==> src/rtl/mult_seq_accum.sv <==
`timescale 1ns/1ps
// mult_seq_accum: walks an external pair of 8x8 multipliers through the byte
// combinations of 8/16/32-bit elements and assembles a 64-bit product.
module mult_seq_accum (
    input  logic        clk,
    input  logic        reset,
    input  logic        start,
    input  logic [1:0]  sew,
    input  logic [15:0] mult1_P,
    input  logic [15:0] mult2_P,
    output logic [1:0]  count_16bit,
    output logic [3:0]  count_32bit,
    output logic        busy,
    output logic        done,
    output logic        err,
    output logic [63:0] product
);

    typedef enum logic [1:0] {
        ST_IDLE = 2'd0,
        ST_RUN  = 2'd1,
        ST_DONE = 2'd2
    } state_t;

    localparam logic [1:0] SEW_8   = 2'b00;
    localparam logic [1:0] SEW_16  = 2'b01;
    localparam logic [1:0] SEW_BAD = 2'b11;

    state_t            state_reg, state_next;
    logic [3:0]        cnt_reg, cnt_next;
    logic [1:0]        sew_reg, sew_next;
    logic [63:0]       product_reg, product_next;
    logic              err_reg, err_next;
    logic [3:0]        last_cnt;
    logic [1:0]        shift16;
    logic [2:0]        shift32;
    logic [1:0][15:0]  lane_p;
    logic [1:0][31:0]  lane_sum;
    logic [63:0]       full_sum;

    // Final step index for the latched element width.
    always_comb begin
        case (sew_reg)
            SEW_8:   last_cnt = 4'd1;
            SEW_16:  last_cnt = 4'd3;
            default: last_cnt = 4'd15;
        endcase
    end

    // Byte weight of the current partial product is i+j.
    assign shift16 = {1'b0, cnt_reg[0]} + {1'b0, cnt_reg[1]};
    assign shift32 = {1'b0, cnt_reg[1:0]} + {1'b0, cnt_reg[3:2]};
    assign lane_p  = {mult2_P, mult1_P};

    // Two independent 32-bit lanes for 16-bit elements; carries stay inside a lane.
    generate
        for (genvar gi = 0; gi < 2; gi++) begin : g_lane
            assign lane_sum[gi] = product_reg[32*gi +: 32]
                                + ({16'b0, lane_p[gi]} << {shift16, 3'b000});
        end
    endgenerate

    // Single 64-bit accumulation for 32-bit elements; multiplier 2 is unused.
    assign full_sum = product_reg + ({48'b0, mult1_P} << {shift32, 3'b000});

    // Next-state, step counter and accumulator update.
    always_comb begin
        state_next   = state_reg;
        cnt_next     = cnt_reg;
        sew_next     = sew_reg;
        product_next = product_reg;
        err_next     = 1'b0;
        case (state_reg)
            ST_IDLE: begin
                if (start) begin
                    if (sew == SEW_BAD) begin
                        err_next = 1'b1;
                    end else begin
                        sew_next     = sew;
                        cnt_next     = 4'd0;
                        product_next = 64'd0;
                        state_next   = ST_RUN;
                    end
                end
            end
            ST_RUN: begin
                case (sew_reg)
                    SEW_8: begin
                        // Four 8-bit elements: mult1 fills lanes 0/1, mult2 lanes 2/3.
                        product_next[{cnt_reg[0], 4'b0000} +: 16]       = mult1_P;
                        product_next[{1'b1, cnt_reg[0], 4'b0000} +: 16] = mult2_P;
                    end
                    SEW_16:  product_next = {lane_sum[1], lane_sum[0]};
                    default: product_next = full_sum;
                endcase
                if (cnt_reg == last_cnt) begin
                    cnt_next   = 4'd0;
                    state_next = ST_DONE;
                end else begin
                    cnt_next = cnt_reg + 4'd1;
                end
            end
            ST_DONE: state_next = ST_IDLE;
            default: state_next = ST_IDLE;
        endcase
    end

    // State registers, cleared asynchronously by reset.
    always_ff @(posedge clk or negedge reset) begin
        if (!reset) begin
            state_reg   <= ST_IDLE;
            cnt_reg     <= 4'd0;
            sew_reg     <= 2'b00;
            product_reg <= 64'd0;
            err_reg     <= 1'b0;
        end else begin
            state_reg   <= state_next;
            cnt_reg     <= cnt_next;
            sew_reg     <= sew_next;
            product_reg <= product_next;
            err_reg     <= err_next;
        end
    end

    // Operand-mux byte selects, only meaningful while running.
    always_comb begin
        count_16bit = 2'b00;
        count_32bit = 4'b0000;
        if (state_reg == ST_RUN) begin
            case (sew_reg)
                SEW_8:   count_16bit = {1'b0, cnt_reg[0]};
                SEW_16:  count_16bit = cnt_reg[1:0];
                default: count_32bit = cnt_reg;
            endcase
        end
    end

    assign busy    = (state_reg == ST_RUN);
    assign done    = (state_reg == ST_DONE);
    assign err     = err_reg;
    assign product = product_reg;

endmodule

==> config.mk <==
export PLATFORM = sky130hd
export DESIGN_NAME = mult_seq_accum
export DESIGN_NICKNAME = d
export VERILOG_FILES = /design/src/rtl/mult_seq_accum.sv
export SDC_FILE = /design/constraint.sdc
export NUM_CORES = 1
export LEC_CHECK = 0
export ABC_AREA = 1
export BUFFER_PORTS_ARGS = -buffer_cell sky130_fd_sc_hd__buf_2
export CELL_PAD_IN_SITES_DETAIL_PLACEMENT = 0
export CELL_PAD_IN_SITES_GLOBAL_PLACEMENT = 1
export CORE_MARGIN = 2
export CORE_UTILIZATION = 36
export DETAILED_ROUTE_END_ITERATION = 10
export GPL_TIMING_DRIVEN = 0
export PLACE_DENSITY = 0.85
export SLEW_MARGIN = 10
export SYNTH_ARGS = -nofsm -noshare
export SYNTH_HDL_FRONTEND = slang
export SYNTH_SLANG_ARGS = --single-unit
==> constraint.sdc <==
create_clock -name clk -period 4.3 [get_ports clk]
set_input_delay 0.86 -clock clk [delete_from_list [all_inputs] [get_ports clk]]
set_output_delay 0.86 -clock clk [all_outputs]
set_load 0.02 [all_outputs]
==> results of run 1 <==
[worst reg2reg max path, cell delays in order, from the launching register on]
cell      delay (ns)
dfrtp_2         0.44
ha_1            0.33
clkbuf_1        0.29
clkbuf_2        0.30
nand2_1         0.08
o21ai_1         0.42
nor3_1          0.20
ha_1            0.43
nand2_2         0.14
inv_2           0.04
nand2_1         0.06
nand2_1         0.08
inv_1           0.08
nand3_2         0.13
nand2_1         0.09
nand2_1         0.12
o21ai_0         0.67
nand3_1         0.13
o21ai_0         0.11
[final timing paths]
check / startpoint / to / cells after the start
min in group clk: state_reg[0] / err / 1
min reg2reg: state_reg[0] / err / 1
max: cnt_reg[2] / product[18] / 18
min: reset / product[58] / 1
max in group asynchronous: reset / product[21] / 2
max reg2reg: cnt_reg[2] / product[18] / 18
[metal layers]
layer | part of all wire, % | track usage, % | vias up | wire (µm)
li1 | - | - | 10000 | -
met1 | 42 | 44.6 | 8903 | 32300
met2 | 41 | 47.7 | 1088 | 30800
met3 | 11 | 4.98 | 202 | 8680
met4 | 5.5 | 15.3 | 0 | 4190
met5 | 0 | 0 | - | 0
[placed cells by master, fill, tap and decap left out, drive strengths merged, types with 2 or more instances in the layout]
| master | count |
|---|---|
| a221oi | 3 |
| o211ai | 20 |
| clkbuf | 49 |
| clkinvlp | 2 |
| or2 | 6 |
| a31oi | 9 |
| o2111ai | 4 |
| a211oi | 2 |
| ha | 130 |
| nand2 | 1236 |
| o21ai | 116 |
| xnor2 | 9 |
| dfrtp | 73 |
| buf | 138 |
| o21a | 6 |
| fa | 4 |
| nor4 | 4 |
| clkinv | 8 |
| nor3 | 44 |
| o21bai | 10 |
| inv | 648 |
| nand4 | 11 |
| o221ai | 4 |
| nand3 | 222 |
| o22ai | 26 |
| nand3b | 12 |
| a21oi | 153 |
| xor2 | 21 |
| nor2 | 325 |
| a21o | 2 |
[stage by stage]
step                      hold WS, ns  setup TNS (ns)  worst slack (ns)
after CTS                       0.367               0            0.0148
after floorplan                 0.464               0              1.01
after global routing            0.376        -0.00298          -0.00298
final                           0.365               0            0.0784
after global placement          0.498          -0.115           -0.0491
after detailed placement        0.511         -0.0968           -0.0483
[cells by family after synthesis]
logic type      after synthesis
compound gates              357
xor+xnor                     30
fa+ha+maj                   134
buf+inv                     722
flops                        73
simple gates               1862
[cell type report]
type | instances | area, µm²
timing repair buffer | 110 | 576
sequential | 73 | 1830
antenna | 1 | 2.50
tap | 592 | 741
inverter | 653 | 2450
multi-input combinational | 2383 | 11700
clock inverter | 6 | 60.1
clock buffer | 9 | 225
buffer | 68 | 299
fill | 5176 | 26400
[timing repair]
action                                 4_1_cts  5_1_grt
resized for setup                            3       40
setup endpoints to repair                    4       46
endpoints found under the hold margin        0        0
==> results.json, run 1 <==
{
  "status": "finished clean",
  "port_buffers": 109,
  "wl_per_cell_um": 19.5,
  "dpl.hpwl_um": 64900,
  "netlist_area_um2": 16100,
  "wl_um": 76000,
  "yosysMostFrequentCell": "nand2_1",
  "cts_tree": "built",
  "synth_area_per_cell_um2": 5.08,
  "largest_register_ffs": 64,
  "place_area_um2": 17500,
  "yosysSeqAreaShare_pct": 11.3,
  "hold_path_class": "input pin to asynchronous set/reset pin",
  "ant_nets": 0,
  "overflow": 0,
  "first_pass_iters": 6,
  "ioPinCount": 110,
  "layout_worst_path_cycle_share_pct": 98.2,
  "yosys.cell_types.count": 46,
  "die_h_um": 216,
  "final_util_pct": 40.4,
  "start_util_pct": 36.5,
  "cts_sinks": 73,
  "drtIter0Drc": 2492,
  "clkLatencyLatePin_ns": 0.35,
  "ys_ff_latch": 73,
  "row_count": 77,
  "cts_buffer_depth": 2,
  "r2r_setup_slack_ns": 0.08,
  "ys_async_sr_fraction_pct": 100,
  "synth_edf_count": 0,
  "fin_cells": 3895,
  "cpMostUsedCell": "nand2_1",
  "cts-buffers-inserted": 9,
  "cts_max_level": 3,
  "core_area_um2": 44200,
  "path_max_fanout": 10,
  "synthXorXnorAreaFrac_pct": 1.63,
  "path_clk_slew_ns": 0.06,
  "grt_max_degree": 61,
  "setup_viol": 0,
  "final_hold_viol_count": 0,
  "synth_top_cell_area_share_pct": 28.3,
  "via_per_inst": 5.19,
  "syn_nets": 3349,
  "ctsHoldBuffers": 0,
  "synthTopCellsByArea": "nand2_1 (28%), inv_1 (15%), dfrtp_1 (11%)",
  "post_cts_buffers": 0,
  "ys.flop_type": "dfrtp_1",
  "vias": 20200,
  "crit_buf_inv": 4,
  "grt_pass1_wl_um": 111000,
  "synth-simple-area-share_pct": 47.2,
  "ys_top_cells_by_count": "nand2_1 (1216), inv_1 (631), nor2_1 (303)",
  "synth_compound_area_share_pct": 12.3,
  "start_kind": "flop",
  "cp_slowest_cell": "o21ai_0",
  "yosys_warnings": 0,
  "tightest_slew_ns": 1.18,
  "final-max-slew-violation-count": 0,
  "flow.area_growth_from_synthesis_pct": 10.6,
  "place.gp.congestion": 1.04,
  "dpl.cell_count": 3880,
  "timing.fmax_mhz": 237,
  "critical-path-top-delay-family": "compound AO/OA/AOI/OAI gates",
  "synthAdderAreaFrac_pct": 10.6,
  "drive_above_1_share_pct": 7.48,
  "worstPathCellList": "ha_1 > clkbuf_1 > clkbuf_2 > nand2_1 > o21ai_1 > nor3_1 > ha_1 > nand2_2 > inv_2 > nand2_1 > nand2_1 > inv_1 > nand3_2 > nand2_1 > nand2_1 > o21ai_0 > nand3_1 > o21ai_0",
  "syn-instance-count": 3178,
  "cap_violations": 0,
  "setup.worst_path.end_class": "flop",
  "antenna_found_initial": 1,
  "grt_pass1_vias": 18300,
  "cp.arrival_ns": 4.49,
  "die_w_um": 216,
  "nets": 3469,
  "synth_top_family_by_area": "simple AND/OR/NAND/NOR gates",
  "grt_use_total_pct": 31.9,
  "die_area_um2": 46600,
  "drc": 0,
  "slew_headroom_pct": 20.3,
  "setup.worst_path.class": "flop to flop",
  "post-synth-top-area-cell": "nand2_1",
  "finalClockSkew_ns": 0.0145,
  "cts-root-buf": "clkbuf_16",
  "final_area_um2": 17900,
  "crit_path_max_incr_delay_ns": 0.67,
  "required_ns": 4.56,
  "synthMuxAreaShare_pct": 0,
  "period_needed_ns": 4.22
}
Power of run 1 is left out: the tool's default activity adds up to more than one toggle a clock period on the data nets, which glitch-free logic cannot reach.
==> run 2, diff against run 1 <==
GPL_TIMING_DRIVEN = default   (was 0)
RECOVER_POWER = 25   (was default)
==> results.json, run 2 (synthesis results as in run 1) <==
{
  "status": "complete, but fails checks",
  "violations": "max-capacitance violations, max-slew violations",
  "cts-buffers-inserted": 9,
  "ioPinCount": 110,
  "die_area_um2": 46600,
  "worstPathCellList": "ha_1 > inv_1 > fa_1 > inv_1 > buf_4 > nor3_1 > ha_1 > nand2_2 > nor2_1 > nand3_1 > nand3_2 > nand2_1 > nand2_1 > nand2_1 > nand3_1 > nand3_1 > nand3_1 > nand2_1",
  "r2r_setup_slack_ns": 0.23,
  "core_area_um2": 44200,
  "via_per_inst": 5.23,
  "setup.worst_path.class": "flop to flop",
  "hold_start": "state_reg[0]",
  "drive_above_1_share_pct": 7.57,
  "tightest_slew_ns": 3.03,
  "r2r_start": "cnt_reg[2]",
  "cap_violations": 1,
  "worst_r2r_path_depth": 18,
  "mostFrequentLayoutCells": "nand2_1 (1216), inv_1 (630), nor2_1 (303)",
  "hold_end": "err",
  "cts-root-buf": "clkbuf_16",
  "wl_per_cell_um": 19.3,
  "fin_tns_setup_ns": 0,
  "r2r-end": "product[35]",
  "place.gp.congestion": 1.05,
  "port_buffers": 109,
  "grt_max_degree": 54,
  "path_clk_slew_ns": 0.07,
  "flow.area_growth_from_synthesis_pct": 10.1,
  "drc": 0,
  "start_kind": "flop",
  "first_pass_iters": 6,
  "setup.worst_path.end_class": "flop",
  "final-max-slew-violation-count": 49,
  "cts_buffer_depth": 2,
  "path_max_fanout": 24,
  "wl_um": 74700,
  "clkLatencyLatePin_ns": 0.39,
  "slew_headroom_pct": -102,
  "row_count": 77,
  "overflow": 0,
  "final_hold_viol_count": 0,
  "holdPathStages": 1,
  "grt_use_total_pct": 31.7,
  "drtIter0Drc": 2317,
  "setup_viol": 0,
  "cts_tree": "built",
  "finalClockSkew_ns": 0.0197,
  "ant_nets": 0,
  "period_needed_ns": 4.07,
  "dpl.hpwl_um": 62100,
  "grt_pass1_vias": 18200,
  "antenna_found_initial": 0,
  "post_cts_buffers": 0,
  "vias": 20200,
  "start_util_pct": 36.5,
  "timing.fmax_mhz": 246,
  "die_w_um": 216,
  "layout_worst_path_cycle_share_pct": 94.7,
  "cts_sinks": 73,
  "cp.arrival_ns": 4.35,
  "cp_slowest_cell": "nor2_1",
  "ctsHoldBuffers": 0,
  "grt_pass1_wl_um": 111000,
  "die_h_um": 216,
  "largest_register_ffs": 64,
  "cts_max_level": 3,
  "crit_path_max_incr_delay_ns": 0.47,
  "cts-resized-gates": 0,
  "nets": 3443,
  "required_ns": 4.58,
  "hold_path_class": "flop to flop",
  "layout_commonest_cell": "nand2_1",
  "rsz0062_at_grt": "no"
}
-- run 2: cell types whose count changed in the layout (fill, tap and decap cells not counted), sizes merged --
| cell | previous run | this run |
|---|---|---|
| clkinv | 8 | 5 |
| buf | 138 | 149 |
| clkbuf | 49 | 12 |
| inv | 648 | 652 |
-- run 2: final cells by class --
cell class	instances	area, µm²
fillers	5142	26400
repair buffers	152	863
multi-input cells	2383	11600
diodes	1	2.50
well taps	592	741
clock inverters	7	82.6
inverters	653	2450
flip-flops and latches	73	1830
clock buffers	9	225
-- run 2: worst max path at each step --
stage | startpoint | endpoint | slack, ns | depth (start not counted)
after floorplan | cnt_reg[2] | product[62] | 1.01 | 24
after global placement | mult1_P[0] | product[35] | 0.53 | 17
after detailed placement | cnt_reg[2] | product[35] | 0.48 | 18
after CTS | cnt_reg[2] | product[35] | 0.48 | 18
after global routing | cnt_reg[2] | product[35] | 0.03 | 18
final | cnt_reg[2] | product[35] | 0.23 | 18
-- run 2: critical path, delay by kind of cell (launching register included) --
kind | cells | cell delay (ns)
buffers and inverters | 3 | 0.53
adders and majority gates | 3 | 0.99
and+or+nand+nor | 12 | 2.01
DFF | 1 | 0.42
-- run 2: metal layers --
layer  wire [µm]  track usage (%)  share of wire (%)
met1       34200             46.7                 46
met2       29800             45.9                 40
met3        8490             7.06                 11
met4        2240             8.80                3.0
met5           0                0                  0
-- run 2: per-stage QoR --
stage / instances / hold slack (ns) / area (µm²) / worst slack, ns / util (%)
2_1_floorplan: 3178 / 0.464 / 16100 / 1.01 / -
3_3_place_gp: 3853 / 0.494 / 17500 / 0.534 / 39.5
3_5_place_dp: 3853 / 0.494 / 17500 / 0.484 / 39.5
4_1_cts: 3869 / 0.506 / 17800 / 0.476 / 40.2
5_1_grt: 3869 / 0.523 / 17800 / 0.0266 / 40.2
6_report: 3870 / 0.501 / 17800 / 0.230 / 40.2
Power of run 2 is left out for the same reason.
